<file path="src/rtl/rat_irq_ctrl.sv">
// Multi-source interrupt controller for the RAT CPU: up to 8 maskable sources,
// per-source edge/level mode, fixed lowest-index priority, port-mapped registers.
module rat_irq_ctrl #(
  parameter int          NUM_SRC    = 8,
  parameter logic [7:0]  BASE_PORT  = 8'hF0,
  parameter logic [9:0]  VEC_BASE   = 10'h3E0,
  parameter int          VEC_STRIDE = 2
) (
  input  logic               clk,
  input  logic               reset_n,
  input  logic [NUM_SRC-1:0] src,
  input  logic [7:0]         port_id,
  input  logic [7:0]         out_port,
  input  logic               io_strb,
  output logic [7:0]         rd_data,
  output logic               irq,
  input  logic               irq_ack,
  input  logic               irq_done,
  output logic [9:0]         vector,
  output logic [2:0]         irq_id
);

  typedef enum logic [1:0] {
    IDLE    = 2'd0,
    ASSERT  = 2'd1,
    SERVICE = 2'd2
  } state_t;

  localparam logic [7:0] PORT_MASK = BASE_PORT;
  localparam logic [7:0] PORT_MODE = BASE_PORT + 8'd1;
  localparam logic [7:0] PORT_PEND = BASE_PORT + 8'd2;
  localparam logic [7:0] PORT_STAT = BASE_PORT + 8'd3;
  localparam logic [9:0] STRIDE10  = 10'(VEC_STRIDE);

  state_t             state;
  logic [NUM_SRC-1:0] s1, s2, s3;
  logic [NUM_SRC-1:0] rise;
  logic [NUM_SRC-1:0] mask, mode, pend;
  logic [NUM_SRC-1:0] pend_next;
  logic [NUM_SRC-1:0] req;
  logic [7:0]         req8, mode8, mask8, pend8;
  logic [7:0]         ack_onehot;
  logic [2:0]         win_id;
  logic [9:0]         win_vec;
  logic               wr_mask, wr_mode, wr_pend;
  logic               ack_take;

  // Three-flop chain: s1/s2 resolve metastability, s3 gives the edge reference.
  always_ff @(posedge clk or negedge reset_n) begin
    if (!reset_n) begin
      s1 <= '0;
      s2 <= '0;
      s3 <= '0;
    end else begin
      s1 <= src;
      s2 <= s1;
      s3 <= s2;
    end
  end

  assign rise     = s2 & ~s3;
  assign wr_mask  = io_strb && (port_id == PORT_MASK);
  assign wr_mode  = io_strb && (port_id == PORT_MODE);
  assign wr_pend  = io_strb && (port_id == PORT_PEND);
  assign ack_take = irq_ack && (state == ASSERT);

  assign mask8      = 8'(mask);
  assign mode8      = 8'(mode);
  assign pend8      = 8'(pend);
  assign ack_onehot = 8'b1 << irq_id;

  // Clears are applied first so a same-cycle captured rise always survives.
  always_comb begin
    pend_next = pend;
    if (wr_pend)
      pend_next = pend_next & ~out_port[NUM_SRC-1:0];
    if (ack_take && mode8[irq_id])
      pend_next = pend_next & ~ack_onehot[NUM_SRC-1:0];
    pend_next = pend_next | (rise & mode);
  end

  always_ff @(posedge clk or negedge reset_n) begin
    if (!reset_n) begin
      mask <= '0;
      mode <= '0;
      pend <= '0;
    end else begin
      if (wr_mask)
        mask <= out_port[NUM_SRC-1:0];
      if (wr_mode)
        mode <= out_port[NUM_SRC-1:0];
      pend <= pend_next;
    end
  end

  assign req  = mask & ((mode & pend) | (~mode & s2));
  assign req8 = 8'(req);

  always_comb begin
    win_id = 3'd0;
    for (int i = NUM_SRC - 1; i >= 0; i--) begin
      if (req[i])
        win_id = 3'(i);
    end
  end

  assign win_vec = VEC_BASE + (10'(win_id) * STRIDE10);

  // Winner is latched only in IDLE, so a pending request cannot be preempted.
  always_ff @(posedge clk or negedge reset_n) begin
    if (!reset_n) begin
      state  <= IDLE;
      irq    <= 1'b0;
      irq_id <= 3'd0;
      vector <= VEC_BASE;
    end else begin
      case (state)
        IDLE: begin
          if (|req) begin
            irq_id <= win_id;
            vector <= win_vec;
            irq    <= 1'b1;
            state  <= ASSERT;
          end
        end
        ASSERT: begin
          if (irq_ack) begin
            irq   <= 1'b0;
            state <= SERVICE;
          end else if (!req8[irq_id]) begin
            irq   <= 1'b0;
            state <= IDLE;
          end
        end
        SERVICE: begin
          irq <= 1'b0;
          if (irq_done)
            state <= IDLE;
        end
        default: begin
          irq   <= 1'b0;
          state <= IDLE;
        end
      endcase
    end
  end

  always_comb begin
    rd_data = 8'h00;
    case (port_id)
      PORT_MASK: rd_data = mask8;
      PORT_MODE: rd_data = mode8;
      PORT_PEND: rd_data = pend8;
      PORT_STAT: rd_data = {state, 2'b00, 1'b0, irq_id};
      default:   rd_data = 8'h00;
    endcase
  end

endmodule

</file>
<file path="config.mk">
export PLATFORM = sky130hd
export DESIGN_NAME = rat_irq_ctrl
export DESIGN_NICKNAME = d
export VERILOG_FILES = /design/src/rtl/rat_irq_ctrl.sv
export SDC_FILE = /design/constraint.sdc
export NUM_CORES = 1
export LEC_CHECK = 0
export ABC_CLOCK_PERIOD_IN_PS = 1680
export BUFFER_PORTS_ARGS = -buffer_cell sky130_fd_sc_hd__clkbuf_2
export CELL_PAD_IN_SITES_DETAIL_PLACEMENT = 0
export CELL_PAD_IN_SITES_GLOBAL_PLACEMENT = 1
export CORE_ASPECT_RATIO = 1.2
export CORE_UTILIZATION = 41
export CTS_BUF_LIST = sky130_fd_sc_hd__clkbuf_2 sky130_fd_sc_hd__clkbuf_4 sky130_fd_sc_hd__clkbuf_8
export CTS_CLUSTER_SIZE = 8
export DETAILED_ROUTE_END_ITERATION = 10
export PLACE_DENSITY_LB_ADDON = 0.1
export RECOVER_POWER = 100
export SLEW_MARGIN = 15
export SYNTH_ARGS = -nofsm -noshare
export SYNTH_HDL_FRONTEND = slang
export SYNTH_SLANG_ARGS = --single-unit
export TNS_END_PERCENT = 100
</file>
<file path="constraint.sdc">
create_clock -name clk -period 1.68 [get_ports clk]
set_input_delay 0 -clock clk [delete_from_list [all_inputs] [get_ports clk]]
set_output_delay 0 -clock clk [all_outputs]
set_load 0.01 [all_outputs]
</file>
==> results.md <==
- Synth unique cells: 46
- Global placer's final weighted congestion: 0.8918
- Number of global-route vias before repair: roughly 2000
- Failing checks: negative setup slack
- Post-Place Setup Slack: -0.02806 ns
- Core Box Area: around 0.0060 mm²
- WS Path Type: register to register
- Final slew viol count: 0
- Area grow syn2layout: 36.03%
- Cell Rows: 31
- H-tree levels: 2
- Critical Path Start: mode[7]
- DR iter-0 viols: 105
- CTS Buf Count: 5
- Antenna viol nets, final: 0
- P per Cell Area: 1012 mW/mm²
- Antenna Cells: 0
- Hold crit path type: primary input to register
- RSZ-0062 raised after global routing: yes
- Area share of the largest cell type after synthesis: 0.5294
- Post-Syn Area: approximately 0.0026 mm²
- CP Cell Sequence: mux2_4 -> o2bb2ai_4 -> nand3b_1 -> o21ai_2 -> mux2_4
- Layout Cells excl Fill: 392
- Top-count cell post-synth: dfrtp_1
- Mapped Cells: 211
- Avg Cell Area, Syn: 12.10 µm²
- Latest clock arrival within the worst-skew pair: 0.31 ns
- Synth top cells by count: dfrtp_1, nand2_1, mux2_2, buf_4, nor2_1
- FF-to-FF Start: mode[7]
- Synthesis-stage register bit count: 54
- Die W: 74.03 µm
- Total wire length: 6358 µm
- Slowest CP cell: dfrtp_1
- Slew of the pin with the lowest slew margin: around 0.72 ns
- Post-placement cell count: 358
- Post-layout util: 0.5775
- Clock buffer depth: 2
- DPL Wire Length: 4632 µm
- Fin worst setup slack: -0.07847 ns
- Vias per std cell: around 5.1
- Worst Path Required: 1.88 ns
- First-pass GRT wire length: 9936 µm
- Io pins: between 50 and 60
- Post-synth EDFFs: 0
- All-layer global routing usage: 0.2083
- Die ar.: 0.006546 mm²
- DR vias: 2004
- Routed length per instance: 16.22 µm
- Largest net degree at the start of global routing: 31
- Startpoint Class: register
- GRT overflow: 0
- Top cell by count, worst path: mux2_4
- Final setup violation count: 3
- Main area contributors after synthesis: dfrtp_1, mux2_2, mux4_2, nand2_1, buf_4
- Worst-path clk slew: 0.10 ns
- Slew HR: 0.5178
- Clock root cell: clkbuf_8
- Worst-path maximum fanout: 3
- Initial Utilization: 0.4246
- Most used flip-flop cell after synthesis: dfrtp_1
- Chip height: 88.43 µm
- Hold_sp: irq_ack
- Final Hold Vio Count: 0
- Fmax: between 0.5 and 0.6 GHz
- # DRC: 0
- Port Buf Inserts: 43
- YS warnings: 0
- Synth async-reset ratio: 1.000
- Min cycle time layout: ~1.8 ns
- CP endpoint kind: register
- Clock skew: approximately 0.0064 ns
- Worst VDD drop: ~0.6 mV
- Yosys top cell by area: dfrtp_1
- CTS tree: yes
- Static leakage: 1.627 nW
- Share of cells above drive strength 1: 0.4226
- WP data arrival: 1.96 ns
- Fin crit share: 1.047
- Initial antenna violation count: 0
- Status: complete, but fails checks
- Max incr delay on CP: just over 0.4 ns
- Number of nets in the final layout: 338
- Drt pass-1 iters: 4
- Maxcap violations: 0
- Post-synthesis sequential area ratio: 0.5294
- Sink Count: 54
-- stage by stage --
| stage | total power, mW | hold WS, ns | area (µm²) | TNS (ns) |
|---|---|---|---|---|
| CTS | 3.503 | 0.1044 | 3418 | -0.06668 |
| global route | 3.698 | 0.1311 | 3472 | -0.3923 |
| floorplan | 2.099 | -0.2956 | 2575 | 0 |
| finish | 3.513 | 0.1089 | 3472 | -0.1712 |
| global placement | 2.461 | 0.02590 | 3042 | -0.01670 |
| detailed placement | 2.467 | 0.02869 | 3042 | -0.07126 |
-- cell families after synthesis --
kind of cell           share of synthesized area
AND/OR/NAND/NOR                           0.1279
flip-flops                                0.5294
AO/OA/AOI/OAI                            0.09952
multiplexers                              0.1897
buffers and inverters                    0.05049
other                                   0.002942
-- final cells by class --
type	instances	area, µm²
tap	82	102.6
fill	517	2540
inverter	8	30.03
clock inverter	2	37.54
timing repair buffer	102	709.4
sequential	54	1354
multi-input combinational	138	1162
clock buffer	6	76.32
-- final timing paths --
kind                             end  slack [ns]  cells after the start
max                        irq_id[1]       -0.08                      5
min                         state[0]        0.11                      4
max reg2reg                irq_id[1]       -0.08                      5
min reg2reg                    s2[3]        0.36                      0
max in group asynchronous    mode[4]        0.78                      3
min in group asynchronous   state[1]        0.35                      3
-- critical path: cells and delay by family, from the launching register on --
| family | cells | cell delay [ns] |
|---|---|---|
| AND/OR/NAND/NOR | 1 | 0.20 |
| flip-flops | 1 | 0.41 |
| multiplexers | 2 | 0.66 |
| AO/OA/AOI/OAI | 2 | 0.40 |
-- layout by cell type (no fill, tap or decap), types with 5 or more instances in the layout --
cell type | synthesis | final
and3_4 | 0 | 5
mux2_4 | 1 | 5
nor2_1 | 10 | 10
inv_1 | 8 | 8
clkbuf_2 | 0 | 36
o21ai_0 | 8 | 8
mux2_2 | 19 | 16
dfrtp_1 | 54 | 52
clkbuf_8 | 0 | 5
buf_4 | 10 | 33
nand2_1 | 26 | 25
mux4_2 | 7 | 8
clkbuf_1 | 5 | 9
conb_1 | 2 | 7
mux2i_1 | 6 | 5
a21oi_1 | 5 | 5
dlygate4sd3_1 | 0 | 18
buf_6 | 0 | 6
-- per-layer routing --
layer / wire (µm) / vias up / GRT usage
met5: 0 / - / 0
li1: - / 938 / -
met4: 148 / 0 / 0.07692
met1: 2985 / 996 / 0.2807
met3: 193 / 13 / 0.03417
met2: 3031 / 57 / 0.3380
-- sequential cells by signal, indices dropped and copies added, names as in the netlist --
register and count:
s3 8, mode 8, state 2, irq 1, pend 8, s1 8
irq_id 3, s2 8, mask 8
-- power breakdown --
part | switching [mW] | internal (mW) | leakage [nW]
clock | 0.434 | 0.461 | 0.0548
sequential | 0.142 | 1.45 | 0.638
combinational | 0.498 | 0.530 | 0.934
-- timing repair --
item,4_1_cts,5_1_grt
gates resized for setup,11,21
setup buffers,5,6
setup endpoints to repair,6,15
hold buffers,18,0
endpoints found under the hold margin,80,0
pin swaps,3,5
Note: power is estimated with default switching activity, not from simulation.
